**config.mk**
```make
export PLATFORM = sky130hd
export DESIGN_NAME = irq_ctl
export DESIGN_NICKNAME = d
export VERILOG_FILES = /design/src/rtl/irq_pkg.sv /design/src/rtl/irq_prio_enc.sv /design/src/rtl/irq_ctl.sv
export SDC_FILE = /design/constraint.sdc
export NUM_CORES = 1
export LEC_CHECK = 0
export ABC_AREA = 1
export CORE_MARGIN = 3
export CORE_UTILIZATION = 45
export CTS_CLUSTER_SIZE = 14
export DETAILED_ROUTE_END_ITERATION = 7
export PLACE_DENSITY_LB_ADDON = 0.25
export SLEW_MARGIN = 20
export SYNTH_ARGS = -nofsm -noshare
export SYNTH_HDL_FRONTEND = slang
export SYNTH_SLANG_ARGS = --single-unit
```
**constraint.sdc**
```tcl
create_clock -name clk -period 2.09 [get_ports clk]
set_input_delay 0.418 -clock clk [delete_from_list [all_inputs] [get_ports clk]]
set_output_delay 0.418 -clock clk [all_outputs]
set_load 0.005 [all_outputs]
```
**src/rtl/irq_pkg.sv**
```systemverilog
`default_nettype none
// +------------------------------------------------------------------+
// | irq_pkg: shared state encoding and default sizing for irq_ctl    |
// | Rev 1.0                                                          |
// +------------------------------------------------------------------+
package irq_pkg;

   typedef enum logic [1:0] {
      IDLE    = 2'd0,
      ASSERT  = 2'd1,
      SERVICE = 2'd2
   } irq_state_t;

   localparam int IRQ_N_SRC       = 4;
   localparam int IRQ_ACK_TIMEOUT = 16;

endpackage
`default_nettype wire

```
**src/rtl/irq_prio_enc.sv**
```systemverilog
`default_nettype none
// +------------------------------------------------------------------+
// | irq_prio_enc: combinational priority encoder, lowest index wins  |
// | Rev 1.0                                                          |
// +------------------------------------------------------------------+
module irq_prio_enc #(
   parameter int N_SRC = 4,
   parameter int IDX_W = 2
)(
   input  logic [N_SRC-1:0] req,
   output logic [IDX_W-1:0] idx,
   output logic             any
);

   // Scan downward so the lowest set index is the last assignment.
   always_comb begin
      idx = '0;
      for (int i = N_SRC - 1; i >= 0; i--) begin
         if (req[i]) idx = i[IDX_W-1:0];
      end
   end

   assign any = |req;

endmodule
`default_nettype wire

```
**src/rtl/irq_ctl.sv**
```systemverilog
`default_nettype none
// +------------------------------------------------------------------+
// | irq_ctl: edge-latched, masked, non-nesting interrupt controller  |
// | Rev 1.0                                                          |
// +------------------------------------------------------------------+
module irq_ctl
   import irq_pkg::*;
#(
   parameter int N_SRC       = IRQ_N_SRC,
   parameter int ACK_TIMEOUT = IRQ_ACK_TIMEOUT,
   localparam int CAUSE_W    = (N_SRC > 1) ? $clog2(N_SRC) : 1
)(
   input  logic               clk,
   input  logic               reset,
   input  logic [N_SRC-1:0]   src,
   input  logic               pc31,
   input  logic               mask_we,
   input  logic [N_SRC-1:0]   mask_wdata,
   input  logic               clr_we,
   input  logic [N_SRC:0]     clr_wdata,
   output logic               irq,
   output logic [CAUSE_W-1:0] cause,
   output logic               cause_valid,
   output logic [N_SRC-1:0]   pending,
   output logic [N_SRC-1:0]   mask,
   output logic [N_SRC-1:0]   ovf,
   output logic               timeout_err
);

   localparam int CNT_W = (ACK_TIMEOUT > 1) ? $clog2(ACK_TIMEOUT) : 1;
   localparam logic [CNT_W-1:0] c_cnt_last = CNT_W'(ACK_TIMEOUT - 1);

   irq_state_t         r_state;
   irq_state_t         w_state_nxt;
   logic [N_SRC-1:0]   r_src_q;
   logic [N_SRC-1:0]   r_pending;
   logic [N_SRC-1:0]   r_mask;
   logic [N_SRC-1:0]   r_ovf;
   logic               r_timeout_err;
   logic [CAUSE_W-1:0] r_cause;
   logic [CNT_W-1:0]   r_cnt;

   logic [N_SRC-1:0]   w_rise;
   logic [N_SRC-1:0]   w_clr;
   logic [N_SRC-1:0]   w_disp_clr;
   logic [CAUSE_W-1:0] w_sel;
   logic               w_any;
   logic               w_live;
   logic               w_cnt_done;
   logic               w_launch;
   logic               w_dispatch;
   logic               w_timeout;

   assign w_rise     = src & ~r_src_q;
   assign w_clr      = clr_we ? clr_wdata[N_SRC-1:0] : '0;
   assign w_live     = r_pending[r_cause] & r_mask[r_cause];
   assign w_cnt_done = (r_cnt == c_cnt_last);
   assign w_disp_clr = w_dispatch ? (N_SRC'(1) << r_cause) : '0;

   irq_prio_enc #(
      .N_SRC (N_SRC),
      .IDX_W (CAUSE_W)
   ) u_prio_enc (
      .req (r_pending & r_mask),
      .idx (w_sel),
      .any (w_any)
   );

   always_ff @(posedge clk) begin
      if (reset) r_state <= IDLE;
      else       r_state <= w_state_nxt;
   end

   always_comb begin
      w_state_nxt = r_state;
      case (r_state)
         IDLE:    if (w_any && !pc31) w_state_nxt = ASSERT;
         ASSERT: begin
            if (pc31)            w_state_nxt = SERVICE;
            else if (!w_live)    w_state_nxt = IDLE;
            else if (w_cnt_done) w_state_nxt = IDLE;
         end
         SERVICE: if (!pc31) w_state_nxt = IDLE;
         default: w_state_nxt = IDLE;
      endcase
   end

   always_comb begin
      w_launch    = (r_state == IDLE) && w_any && !pc31;
      w_dispatch  = (r_state == ASSERT) && pc31;
      w_timeout   = (r_state == ASSERT) && !pc31 && w_live && w_cnt_done;
      irq         = (r_state == ASSERT);
      cause_valid = (r_state == ASSERT) || (r_state == SERVICE);
   end

   // New events are OR'd in last so a same-cycle rise beats any clear.
   always_ff @(posedge clk) begin
      if (reset) begin
         r_src_q       <= '0;
         r_pending     <= '0;
         r_mask        <= '0;
         r_ovf         <= '0;
         r_timeout_err <= 1'b0;
         r_cause       <= '0;
         r_cnt         <= '0;
      end else begin
         r_src_q       <= src;
         r_pending     <= (r_pending & ~w_clr & ~w_disp_clr) | w_rise;
         r_ovf         <= (r_ovf & ~w_clr) | (w_rise & r_pending);
         r_timeout_err <= (r_timeout_err & ~(clr_we & clr_wdata[N_SRC])) | w_timeout;
         if (mask_we) r_mask <= mask_wdata;
         if (w_launch) begin
            r_cause <= w_sel;
            r_cnt   <= '0;
         end else if (r_state == ASSERT && !w_cnt_done) begin
            r_cnt   <= r_cnt + CNT_W'(1);
         end
      end
   end

   assign cause       = r_cause;
   assign pending     = r_pending;
   assign mask        = r_mask;
   assign ovf         = r_ovf;
   assign timeout_err = r_timeout_err;

endmodule
`default_nettype wire

```
==> impl_metrics.py <==
metrics = {
    "power_and_ir_drop": {
        "leakage_nw": 0.695,
        "p_sw_share_pct": 33.2,
        "pwr-share-seq_pct": 47.3,
        "power_density_nw_per_um2": 734,
        "vdd_drop_max_uv": 658,
        "power.clock.fraction_pct": 19.0,
        "intPower_mw": 0.799,
        "switchingPower_mw": 0.397,
        "combPwrFrac_pct": 33.7,
    },
    "global_routing": {
        "grt_max_degree": 16,
        "grt-ovfl-total": 0,
        "grt_pass1_wl_um": 4820,
        "antenna_found_initial": 0,
        "grt_usage_pct": 18.1,
        "first_global_vias": 1138,
    },
    "timing": {
        "fin_crit_sh_pct": 94.8,
        "worstMarginPinSlew_ns": 0.226,
        "hold_violations": 0,
        "fin_skew_ns": 0.00262,
        "maxSlewViolCount": 0,
        "setup_viol": 0,
        "fmax_ghz": 0.505,
        "relSlewSlack_pct": 84.7,
        "whs_ns": 0.472,
        "grt_setup_unrepaired": "no",
        "fin_tns_setup_ns": 0,
        "min_period_ns": 1.98,
    },
    "finish": {
        "multi_input_area_sq_um": 612,
        "antenna_cells": 0,
        "seqCellArea_sq_um": 500,
        "syn_to_final_growth_pct": 34.1,
        "final_nets": 226,
        "nFillCells": 240,
        "drive_gt1_share_pct": 8.91,
    },
    "detailed_routing": {
        "ant_nets": 0,
        "dr.pass1.iters": 4,
        "wirelength_um": 2810,
        "vias": 1197,
        "drc": 0,
        "drtIter0Drc": 31,
        "avgRoutedWirePerCell_um": 12.1,
        "viasPerCell": 5.16,
    },
    "yosys": {
        "async_flop_share_pct": 0,
        "seq_area_frac_synth_pct": 41.2,
        "synth_cell_types": 27,
        "yosysTopAreaCellShare_pct": 41.2,
        "synth.cell_area_sq_um": 1210,
        "yosys-top-cells-area": "dfxtp_1, nand2_1, a21oi_1",
        "yosysWarningCount": 0,
        "synth_commonest_cells": "nand2_1, dfxtp_1, nor2_1, inv_1, a21oi_1",
        "synth_edf_count": 0,
        "synth_cells": 164,
        "synth-seq-cells": 25,
        "synth_most_common_cell": "nand2_1",
        "yosys.area.top_type": "dfxtp_1",
        "synth_flop_cell": "dfxtp_1",
        "syn_nets": 187,
        "avgSynthCellArea_sq_um": 7.41,
    },
    "worst_hold_path": {
        "hold_class": "register to register",
    },
    "die": {
        "die_w_um": 58.0,
        "num_rows": 18,
        "die_h_um": 58.0,
        "ioPinCount": 35,
        "core_area_sq_um": 2520,
        "initial_core_util_pct": 48.2,
        "die_area_sq_um": 3360,
    },
    "flow_run": {
        "maxCapViolations": 0,
    },
    "worst_setup_path": {
        "path_class": "register to output pin",
        "cp.arrival_ns": 1.56,
        "required_ns": 1.67,
        "cp_max_fo": 3,
        "crit_path_end_kind": "output pin",
        "start_kind": "register",
    },
    "place": {
        "gp_congestion": 0.776,
        "port-buffer-count": 34,
        "hpwl_um": 2220,
    },
    "clock_tree": {
        "ctsHoldBuffers": 0,
        "post_cts_buffers": 0,
        "clk_path_buf_depth": 2,
        "clkSinkCount": 25,
        "cts_tree": "yes",
        "numCtsBuffers": 3,
        "insertion_delay_ns": 0.32,
        "path_clk_slew_ns": 0.14,
        "cts_root_buffer": "clkbuf_4",
        "ctsHtreeMaxLevel": 1,
    },
    "run_status": {
        "status": "complete, no violations",
    },
}
cells by family after synthesis:
family	Yosys count	synth area share (%)
adder cells (fa/ha/maj)	5	5.15
AO/OA/AOI/OAI	28	13.2
XOR/XNOR	1	0.721
flip-flops	25	41.2
buffers and inverters	23	8.65
AND/OR/NAND/NOR	82	31.1
flip-flops by register name (all words and copies together), names as in the netlist:
register / count
mask: 4
ovf: 4
pending: 4
r_cnt: 4
r_src_q: 4
cause: 2
r_state: 2
timeout_err: 1
stage by stage:
stage | area (sq um) | setup WS [ns] | std cells | util [%] | power [mW]
after floorplan | 1210 | 0.803 | 164 | - | 0.806
after global placement | 1600 | 0.473 | 228 | 63.3 | 0.961
after detailed placement | 1600 | 0.445 | 228 | 63.3 | 0.979
after CTS | 1630 | 0.0612 | 232 | 64.5 | 1.20
after global routing | 1630 | 0.0324 | 232 | 64.6 | 1.29
final | 1630 | 0.109 | 232 | 64.6 | 1.20
final cells by class:
class,instances,area share (%)
clock buffer,3,1.38
timing repair buffer,35,21.4
multi-input combinational,116,37.6
inverter,22,6.22
tap,30,2.30
sequential,25,30.7
clock inverter,1,0.461
final timing paths:
kind,from,end,slack (ns),cells after the start
setup / recovery,r_state[0],cause_valid,0.11,3
hold reg to reg,timeout_err,timeout_err,0.47,2
setup reg to reg,r_state[1],r_state[1],0.71,7
hold / removal,timeout_err,timeout_err,0.47,2
what timing repair did:
action | in CTS | in global routing
hold endpoints to repair | 0 | 0
setup endpoints to repair | 0 | 1
resized for setup | 0 | 1
metal layers:
layer	share of wire (%)	up-vias	track usage [%]	wire length, um
li1	-	608	-	-
met1	44	552	22.3	1250
met2	49	35	31.9	1370
met3	6.1	2	4.90	172
met4	0.53	0	2.98	15
met5	0	-	0	0
layout by cell type, fill, tap and decap left out, types with 2 or more instances in the layout:
cell type and instances:
nand4_1 2, nand2_2 3, nand2_1 43, o221ai_1 3
clkdlybuf4s50_1 34, ha_1 4, nand3_1 10, o22ai_1 2
clkbuf_4 3, nor2_1 18, o21ai_0 3, dfxtp_1 25
a21oi_1 14, o21ai_1 4, inv_1 17, inv_2 2
power by group through the flow:
| stage | registers (mW) | clock network (mW) | logic [mW] |
|---|---|---|---|
| after global placement | 0.571 | 0 | 0.390 |
| after CTS | 0.565 | 0.234 | 0.405 |
| after global routing | 0.572 | 0.257 | 0.465 |
| after detailed placement | 0.574 | 0 | 0.404 |
| final | 0.565 | 0.228 | 0.403 |
| after floorplan | 0.566 | 0 | 0.239 |
worst max-delay path, stage by stage (launching register included):
cell and delay (ns):
dfxtp_1 0.39, inv_1 0.09, ha_1 0.28, clkdlybuf4s50_1 0.49
Note: power is estimated with default switching activity, not from simulation.
